$ cat config.mk
export PLATFORM = sky130hd
export DESIGN_NAME = deal_ctrl
export DESIGN_NICKNAME = d
export VERILOG_FILES = /design/src/rtl/deal_pkg.sv /design/src/rtl/deal_ctrl_hand_acc.sv /design/src/rtl/deal_ctrl.sv
export SDC_FILE = /design/constraint.sdc
export NUM_CORES = 1
export LEC_CHECK = 0
export CAP_MARGIN = 30
export CORE_UTILIZATION = 55
export CTS_CLUSTER_DIAMETER = 80
export DETAILED_ROUTE_END_ITERATION = 16
export PLACE_DENSITY = 0.81
export REMOVE_ABC_BUFFERS = 1
export SLEW_MARGIN = 15
export SYNTH_ARGS = -nofsm -noshare
export SYNTH_HDL_FRONTEND = slang
export SYNTH_SLANG_ARGS = --single-unit
$ cat constraint.sdc
create_clock -name clk -period 3.95 [get_ports clk]
set_clock_uncertainty 0.2 [all_clocks]
set_input_delay 0.79 -clock clk [delete_from_list [all_inputs] [get_ports clk]]
set_output_delay 0.79 -clock clk [all_outputs]
set_load 0.02 [all_outputs]
$ cat src/rtl/deal_pkg.sv
// Shared types, constants and helpers for the blackjack round sequencer.
package deal_pkg;

  localparam int DECK_SIZE_DEF    = 52;
  localparam int DEALER_STAND_DEF = 17;
  localparam int BJ_LIMIT_DEF     = 21;

  typedef enum logic [2:0] {
    ST_IDLE    = 3'd0,
    ST_FETCH   = 3'd1,
    ST_CAPTURE = 3'd2,
    ST_PLAYER  = 3'd3,
    ST_DEALER  = 3'd4,
    ST_RESULT  = 3'd5
  } state_e;

  localparam logic [1:0] RES_NONE   = 2'b00;
  localparam logic [1:0] RES_PLAYER = 2'b01;
  localparam logic [1:0] RES_DEALER = 2'b10;
  localparam logic [1:0] RES_PUSH   = 2'b11;

  // Rank to hard value: ace counts 1, face cards count 10.
  function automatic logic [4:0] card_value(input logic [3:0] rank);
    if (rank >= 4'd10) return 5'd10;
    else               return {1'b0, rank};
  endfunction

endpackage

$ cat src/rtl/deal_ctrl_hand_acc.sv
// One hand: hard sum (ace = 1) plus an ace flag, giving the best total.
module hand_acc
  import deal_pkg::*;
(
  input  logic       clk,
  input  logic       rst,
  input  logic       clear,
  input  logic       add_en,
  input  logic [3:0] rank,
  output logic [4:0] hard,
  output logic [4:0] best
);

  logic [4:0] hard_q, hard_d;
  logic       has_ace_q, has_ace_d;
  logic [5:0] sum;

  // Next hand contents: clear wins over add; the sum saturates at 31.
  always_comb begin
    sum       = {1'b0, hard_q} + {1'b0, card_value(rank)};
    hard_d    = hard_q;
    has_ace_d = has_ace_q;
    if (clear) begin
      hard_d    = 5'd0;
      has_ace_d = 1'b0;
    end else if (add_en) begin
      hard_d    = (sum > 6'd31) ? 5'd31 : sum[4:0];
      has_ace_d = has_ace_q | (rank == 4'd1);
    end
  end

  // Hand registers.
  always_ff @(posedge clk) begin
    if (rst) begin
      hard_q    <= 5'd0;
      has_ace_q <= 1'b0;
    end else begin
      hard_q    <= hard_d;
      has_ace_q <= has_ace_d;
    end
  end

  // One ace may count 11 when that does not bust the hand.
  always_comb begin
    hard = hard_q;
    best = (has_ace_q && (hard_q <= 5'd11)) ? hard_q + 5'd10 : hard_q;
  end

endmodule

$ cat src/rtl/deal_ctrl.sv
// Blackjack round sequencer: deals from the card LUT, serves the player,
// plays the dealer hand and reports the round result.
//
// LUT handshake: pip is a one-cycle draw request with no backpressure; the
// LUT returns the drawn rank on `number` exactly one cycle later (CAPTURE).
module deal_ctrl
  import deal_pkg::*;
#(
  parameter int DECK_SIZE    = DECK_SIZE_DEF,
  parameter int DEALER_STAND = DEALER_STAND_DEF,
  parameter int BJ_LIMIT     = BJ_LIMIT_DEF
) (
  input  logic       clk,
  input  logic       rst,
  input  logic       start,
  input  logic       hit,
  input  logic       stand,
  output logic       pip,
  input  logic [3:0] number,
  output logic [4:0] player_pts,
  output logic [4:0] dealer_pts,
  output logic       busy,
  output logic       done,
  output logic [1:0] result,
  output logic       deck_empty,
  output logic [5:0] cards_used,
  output state_e     dbg_state
);

  state_e     state_q, state_d;
  logic       dealing_q, dealing_d;     // opening four-card deal in progress
  logic [1:0] deal_cnt_q, deal_cnt_d;   // opening card index 0..3
  logic       to_dealer_q, to_dealer_d; // target hand of the current draw
  logic [1:0] result_q, result_d;
  logic       deck_empty_q, deck_empty_d;
  logic [5:0] cards_used_q, cards_used_d;

  logic       clear_hands, p_add, d_add;
  logic [4:0] p_hard, p_best, d_hard, d_best;
  logic [5:0] p_next_hard;
  logic       deck_out;

  hand_acc u_player (
    .clk    (clk),
    .rst    (rst),
    .clear  (clear_hands),
    .add_en (p_add),
    .rank   (number),
    .hard   (p_hard),
    .best   (p_best)
  );

  hand_acc u_dealer (
    .clk    (clk),
    .rst    (rst),
    .clear  (clear_hands),
    .add_en (d_add),
    .rank   (number),
    .hard   (d_hard),
    .best   (d_best)
  );

  assign deck_out    = (cards_used_q == 6'(DECK_SIZE));
  assign p_next_hard = {1'b0, p_hard} + {1'b0, card_value(number)};

  // State and round bookkeeping registers.
  always_ff @(posedge clk) begin
    if (rst) begin
      state_q      <= ST_IDLE;
      dealing_q    <= 1'b0;
      deal_cnt_q   <= 2'd0;
      to_dealer_q  <= 1'b0;
      result_q     <= RES_NONE;
      deck_empty_q <= 1'b0;
      cards_used_q <= 6'd0;
    end else begin
      state_q      <= state_d;
      dealing_q    <= dealing_d;
      deal_cnt_q   <= deal_cnt_d;
      to_dealer_q  <= to_dealer_d;
      result_q     <= result_d;
      deck_empty_q <= deck_empty_d;
      cards_used_q <= cards_used_d;
    end
  end

  // Next-state and bookkeeping updates for the round sequence.
  always_comb begin
    state_d      = state_q;
    dealing_d    = dealing_q;
    deal_cnt_d   = deal_cnt_q;
    to_dealer_d  = to_dealer_q;
    result_d     = result_q;
    deck_empty_d = deck_empty_q;
    cards_used_d = cards_used_q;
    case (state_q)
      ST_IDLE: begin
        if (start && !deck_empty_q) begin
          result_d    = RES_NONE;
          dealing_d   = 1'b1;
          deal_cnt_d  = 2'd0;
          to_dealer_d = 1'b0;
          state_d     = ST_FETCH;
        end
      end
      ST_FETCH: begin
        // An exhausted deck aborts the round instead of reading past the end.
        if (deck_out) begin
          deck_empty_d = 1'b1;
          result_d     = RES_NONE;
          dealing_d    = 1'b0;
          state_d      = ST_RESULT;
        end else begin
          state_d = ST_CAPTURE;
        end
      end
      ST_CAPTURE: begin
        cards_used_d = cards_used_q + 6'd1;
        if (dealing_q) begin
          if (deal_cnt_q == 2'd3) begin
            dealing_d = 1'b0;
            state_d   = ST_PLAYER;
          end else begin
            deal_cnt_d  = deal_cnt_q + 2'd1;
            to_dealer_d = ~to_dealer_q;
            state_d     = ST_FETCH;
          end
        end else if (!to_dealer_q) begin
          // Player bust ends the round at once; the dealer does not draw.
          if (p_next_hard > 6'(BJ_LIMIT)) begin
            result_d = RES_DEALER;
            state_d  = ST_RESULT;
          end else begin
            state_d = ST_PLAYER;
          end
        end else begin
          state_d = ST_DEALER;
        end
      end
      ST_PLAYER: begin
        // Stand beats hit when both are asserted together.
        if (stand || (p_best == 5'(BJ_LIMIT))) begin
          state_d = ST_DEALER;
        end else if (hit) begin
          to_dealer_d = 1'b0;
          state_d     = ST_FETCH;
        end
      end
      ST_DEALER: begin
        if (d_best < 5'(DEALER_STAND)) begin
          to_dealer_d = 1'b1;
          state_d     = ST_FETCH;
        end else begin
          state_d = ST_RESULT;
          if (p_best > 5'(BJ_LIMIT))      result_d = RES_DEALER;
          else if (d_hard > 5'(BJ_LIMIT)) result_d = RES_PLAYER;
          else if (p_best > d_best)       result_d = RES_PLAYER;
          else if (p_best < d_best)       result_d = RES_DEALER;
          else                            result_d = RES_PUSH;
        end
      end
      ST_RESULT: begin
        state_d = ST_IDLE;
      end
      default: begin
        state_d = ST_IDLE;
      end
    endcase
  end

  // Moore outputs and hand control strobes decoded from the current state.
  always_comb begin
    pip         = 1'b0;
    busy        = 1'b1;
    done        = 1'b0;
    clear_hands = 1'b0;
    p_add       = 1'b0;
    d_add       = 1'b0;
    case (state_q)
      ST_IDLE: begin
        busy        = 1'b0;
        clear_hands = start && !deck_empty_q;
      end
      ST_FETCH: begin
        pip = !deck_out;
      end
      ST_CAPTURE: begin
        p_add = !to_dealer_q;
        d_add = to_dealer_q;
      end
      ST_RESULT: begin
        done = 1'b1;
      end
      default: begin
        busy = 1'b1;
      end
    endcase
  end

  assign player_pts = p_best;
  assign dealer_pts = d_best;
  assign result     = result_q;
  assign deck_empty = deck_empty_q;
  assign cards_used = cards_used_q;
  assign dbg_state  = state_q;

endmodule

==> results_dict.tcl <==
set metrics [dict create \
    status "finished, final reports clean" \
    grt_pass1_vias 2037 \
    slew_violations 0 \
    critPathRequiredTime_ns 2.96 \
    wl_mm 5.545 \
    pre_cts_slack_ns 0.1834 \
    cp-end-kind "primary output" \
    synth_top_area_share_pct 23.82 \
    yosys.area_share.adder_pct 12.87 \
    postCtsHoldBufs 0 \
    start_util_pct 58.00 \
    io_pins 34 \
    synth-seq-cells 28 \
    vias 2255 \
    synth_area_leaders "dfxtp_1 24%, ha_1 11%, a21oi_1 4.7%, o21ai_0 4.7%, inv_1 4.6%" \
    synthArstFlopShare_pct 0 \
    synth_compound_area_share_pct 25.52 \
    ys_warn_count 0 \
    via_per_inst 5.966 \
    slowest_delay_ns 0.66 \
    place.gp.congestion 0.8891 \
    hold_viol_final 0 \
    tns_ns 0 \
    synth.distinct_cells 65 \
    numCtsBuffers 3 \
    synth_top_family_by_area "compound AO/OA/AOI/OAI gates" \
    crit_type "reg2out" \
    path_clk_slew_ns 0.10 \
    fin_crit_ns 3.589 \
    r2r-start "u_player.hard[2]" \
    crit_slowest_cell "clkdlybuf4s50_1" \
    grt_overflow 0 \
    crit_end "player_pts[2]" \
    syn_to_final_growth_pct 16.43 \
    drv_cap 0 \
    cts_tree "built" \
    rsz0062_at_grt "false" \
    postCtsSetupRepairBufs 0 \
    grt_util_all_layers_pct 26.55 \
    design.die.area_mm2 0.004545 \
    tightest_slew_ns 0.6062 \
    drt_iter0_drc 158 \
    setup_slack_ns 0.3607 \
    antenna_found_initial 0 \
    std_cell_rows 23 \
    core_mm2 0.004058 \
    crit_fanout 9 \
    drc 0 \
    ctsResizeCount 0 \
    r2r_cells 13 \
    clock_sinks 28 \
    io_buffers 33 \
    synthFlopType "dfxtp_1" \
    htreeDepth 1 \
    synth_common_cells "29 x inv_1, 28 x dfxtp_1, 28 x nor2_1" \
    p_leak_uw 0.001100 \
    detail-route-antenna-nets 0 \
    dr.pass1.iters 4 \
    nNetsFinal 361 \
    setup_viol 0 \
    drive_gt1_share_pct 5.488 \
    cp-startpoint "u_player.hard[2]" \
    wl_per_cell_um 14.67 \
    fin_cells 378 \
    n_antenna_cell 0 \
    yosys.area.top_type "dfxtp_1" \
    place_inst 374 \
    ys_seq_area_share_pct 23.82 \
    grt_max_degree 17 \
    power_density_mw_per_mm2 294.9 \
    synth_edf_count 0 \
    die_x_um 67.42 \
    crit_chain "inv_1 > ha_1 > and3b_2 > a211o_1 > o21ai_0 > clkdlybuf4s50_1" \
    fmax_ghz 0.2786 \
    syn_inst 302 \
    synthXorXnorAreaFrac_pct 4.413 \
    grt_pass1_wl_mm 9.170 \
    synthMuxAreaShare_pct 1.276 \
    cp-start-kind "register" \
    crit-reg2reg-capture "result[1]" \
    synth_simple_gate_area_share_pct 24.19 \
    clk_path_buf_depth 2 \
    clk_latency_ns 0.28 \
    holdCritPathClass "reg2reg" \
    fin_crit_sh_pct 90.87 \
    die_h_um 67.42 \
    root_buffer "clkbuf_8" \
    r2r_slack_ns 0.80 \
    syn_area_per_cell_um2 7.793 \
    fill_cells 360 \
    arrival_ns 2.60 \
    whs_ns 0.2788 \
    relSlewSlack_pct 59.46 \
    peakVddDrop_mv 0.1487 \
    syn_area_mm2 0.002354 \
    hpwlAfterDp_mm 4.264 \
    synth.most_common_cell "inv_1" \
]
==> cells by family after synthesis <==
logic type / Yosys count
muxes: 3
DFF: 28
xor gates and xnor gates: 11
and+or+nand+nor: 107
adders and majority gates: 23
AOI/OAI and AO/OA: 90
buffers and inverters: 40
==> metal layers <==
| metal | GRT usage [%] | part of all wire, % | up-vias | wire, µm |
|---|---|---|---|---|
| li1 | - | - | 1144 | - |
| met3 | 3.041 | 6.0 | 15 | 334 |
| met4 | 9.840 | 1.9 | 0 | 104 |
| met1 | 36.44 | 47 | 1017 | 2608 |
| met2 | 42.38 | 45 | 79 | 2498 |
| met5 | 0 | 0 | - | 0 |
==> power breakdown <==
group | total, µW | switching, µW | internal [µW]
Combinational | 247 | 139 | 108
Clock | 232 | 95.7 | 136
Sequential | 329 | 32.4 | 297
==> final cells by class <==
type	instances	area (µm²)	area share, %
flip-flops and latches	28	560.5	20.46
clock buffers	3	41.29	1.507
well taps	50	62.56	2.283
multi-input cells	234	1607	58.63
clock inverters	1	30.03	1.096
inverters	29	108.9	3.973
repair buffers	33	330.3	12.05
==> layout by cell type (no fill, tap or decap), types with 3 or more instances in the layout <==
master           synthesis  final
mux2i_1                  3      3
xnor2_1                  5      5
and2_1                   4      4
dfxtp_1                 28     28
a21o_1                   4      4
inv_1                   29     29
nand2_1                 26     26
ha_1                    21     21
clkbuf_8                 2      3
a221oi_1                 3      3
and3_1                   3      3
o221ai_1                 3      3
nor2_1                  28     28
a31oi_1                  8      8
xor2_1                   5      5
clkdlybuf4s50_1          0     33
nor2b_1                  9      9
nand2b_1                 6      6
nor3_1                   5      5
nand4_1                  3      3
a21oi_1                 22     22
o21ai_0                 22     22
==> how the worst min path moves through the flow <==
stage	from	to	slack (ns)	cells after the start
finish	result[0]	result[0]	0.28	2
global route	result[1]	result[1]	0.31	2
CTS	result[0]	result[0]	0.28	2
detailed placement	result[0]	result[0]	0.26	2
global placement	result[0]	result[0]	0.25	2
floorplan	u_dealer.hard[4]	u_dealer.hard[4]	0.28	1
==> stage by stage <==
| stage | power (µW) | cell area [µm²] | utilization (%) |
|---|---|---|---|
| after CTS | 806.5 | 2740 | 67.53 |
| after floorplan | 496.8 | 2276 | - |
| final | 808.1 | 2740 | 67.53 |
| after detailed placement | 578.7 | 2669 | 65.77 |
| after global routing | 848.3 | 2740 | 67.53 |
| after global placement | 575.2 | 2669 | 65.77 |
==> registers in the layout, indices dropped and copies added, names as in the netlist <==
name	count
u_dealer.hard	5
deal_cnt_q	2
u_dealer.has_ace_q	1
to_dealer_q	1
result	2
cards_used	6
u_player.has_ace_q	1
dbg_state	3
deck_empty	1
u_player.hard	5
dealing_q	1
==> critical path, delay by kind of cell, from the launching register on <==
family	cells	cell delay, ns
AOI/OAI and AO/OA	2	0.62
adders and majority gates	1	0.19
buffers and inverters	2	0.79
DFF	1	0.51
and+or+nand+nor	1	0.20
No activity file was read; power rests on OpenSTA's default activity.
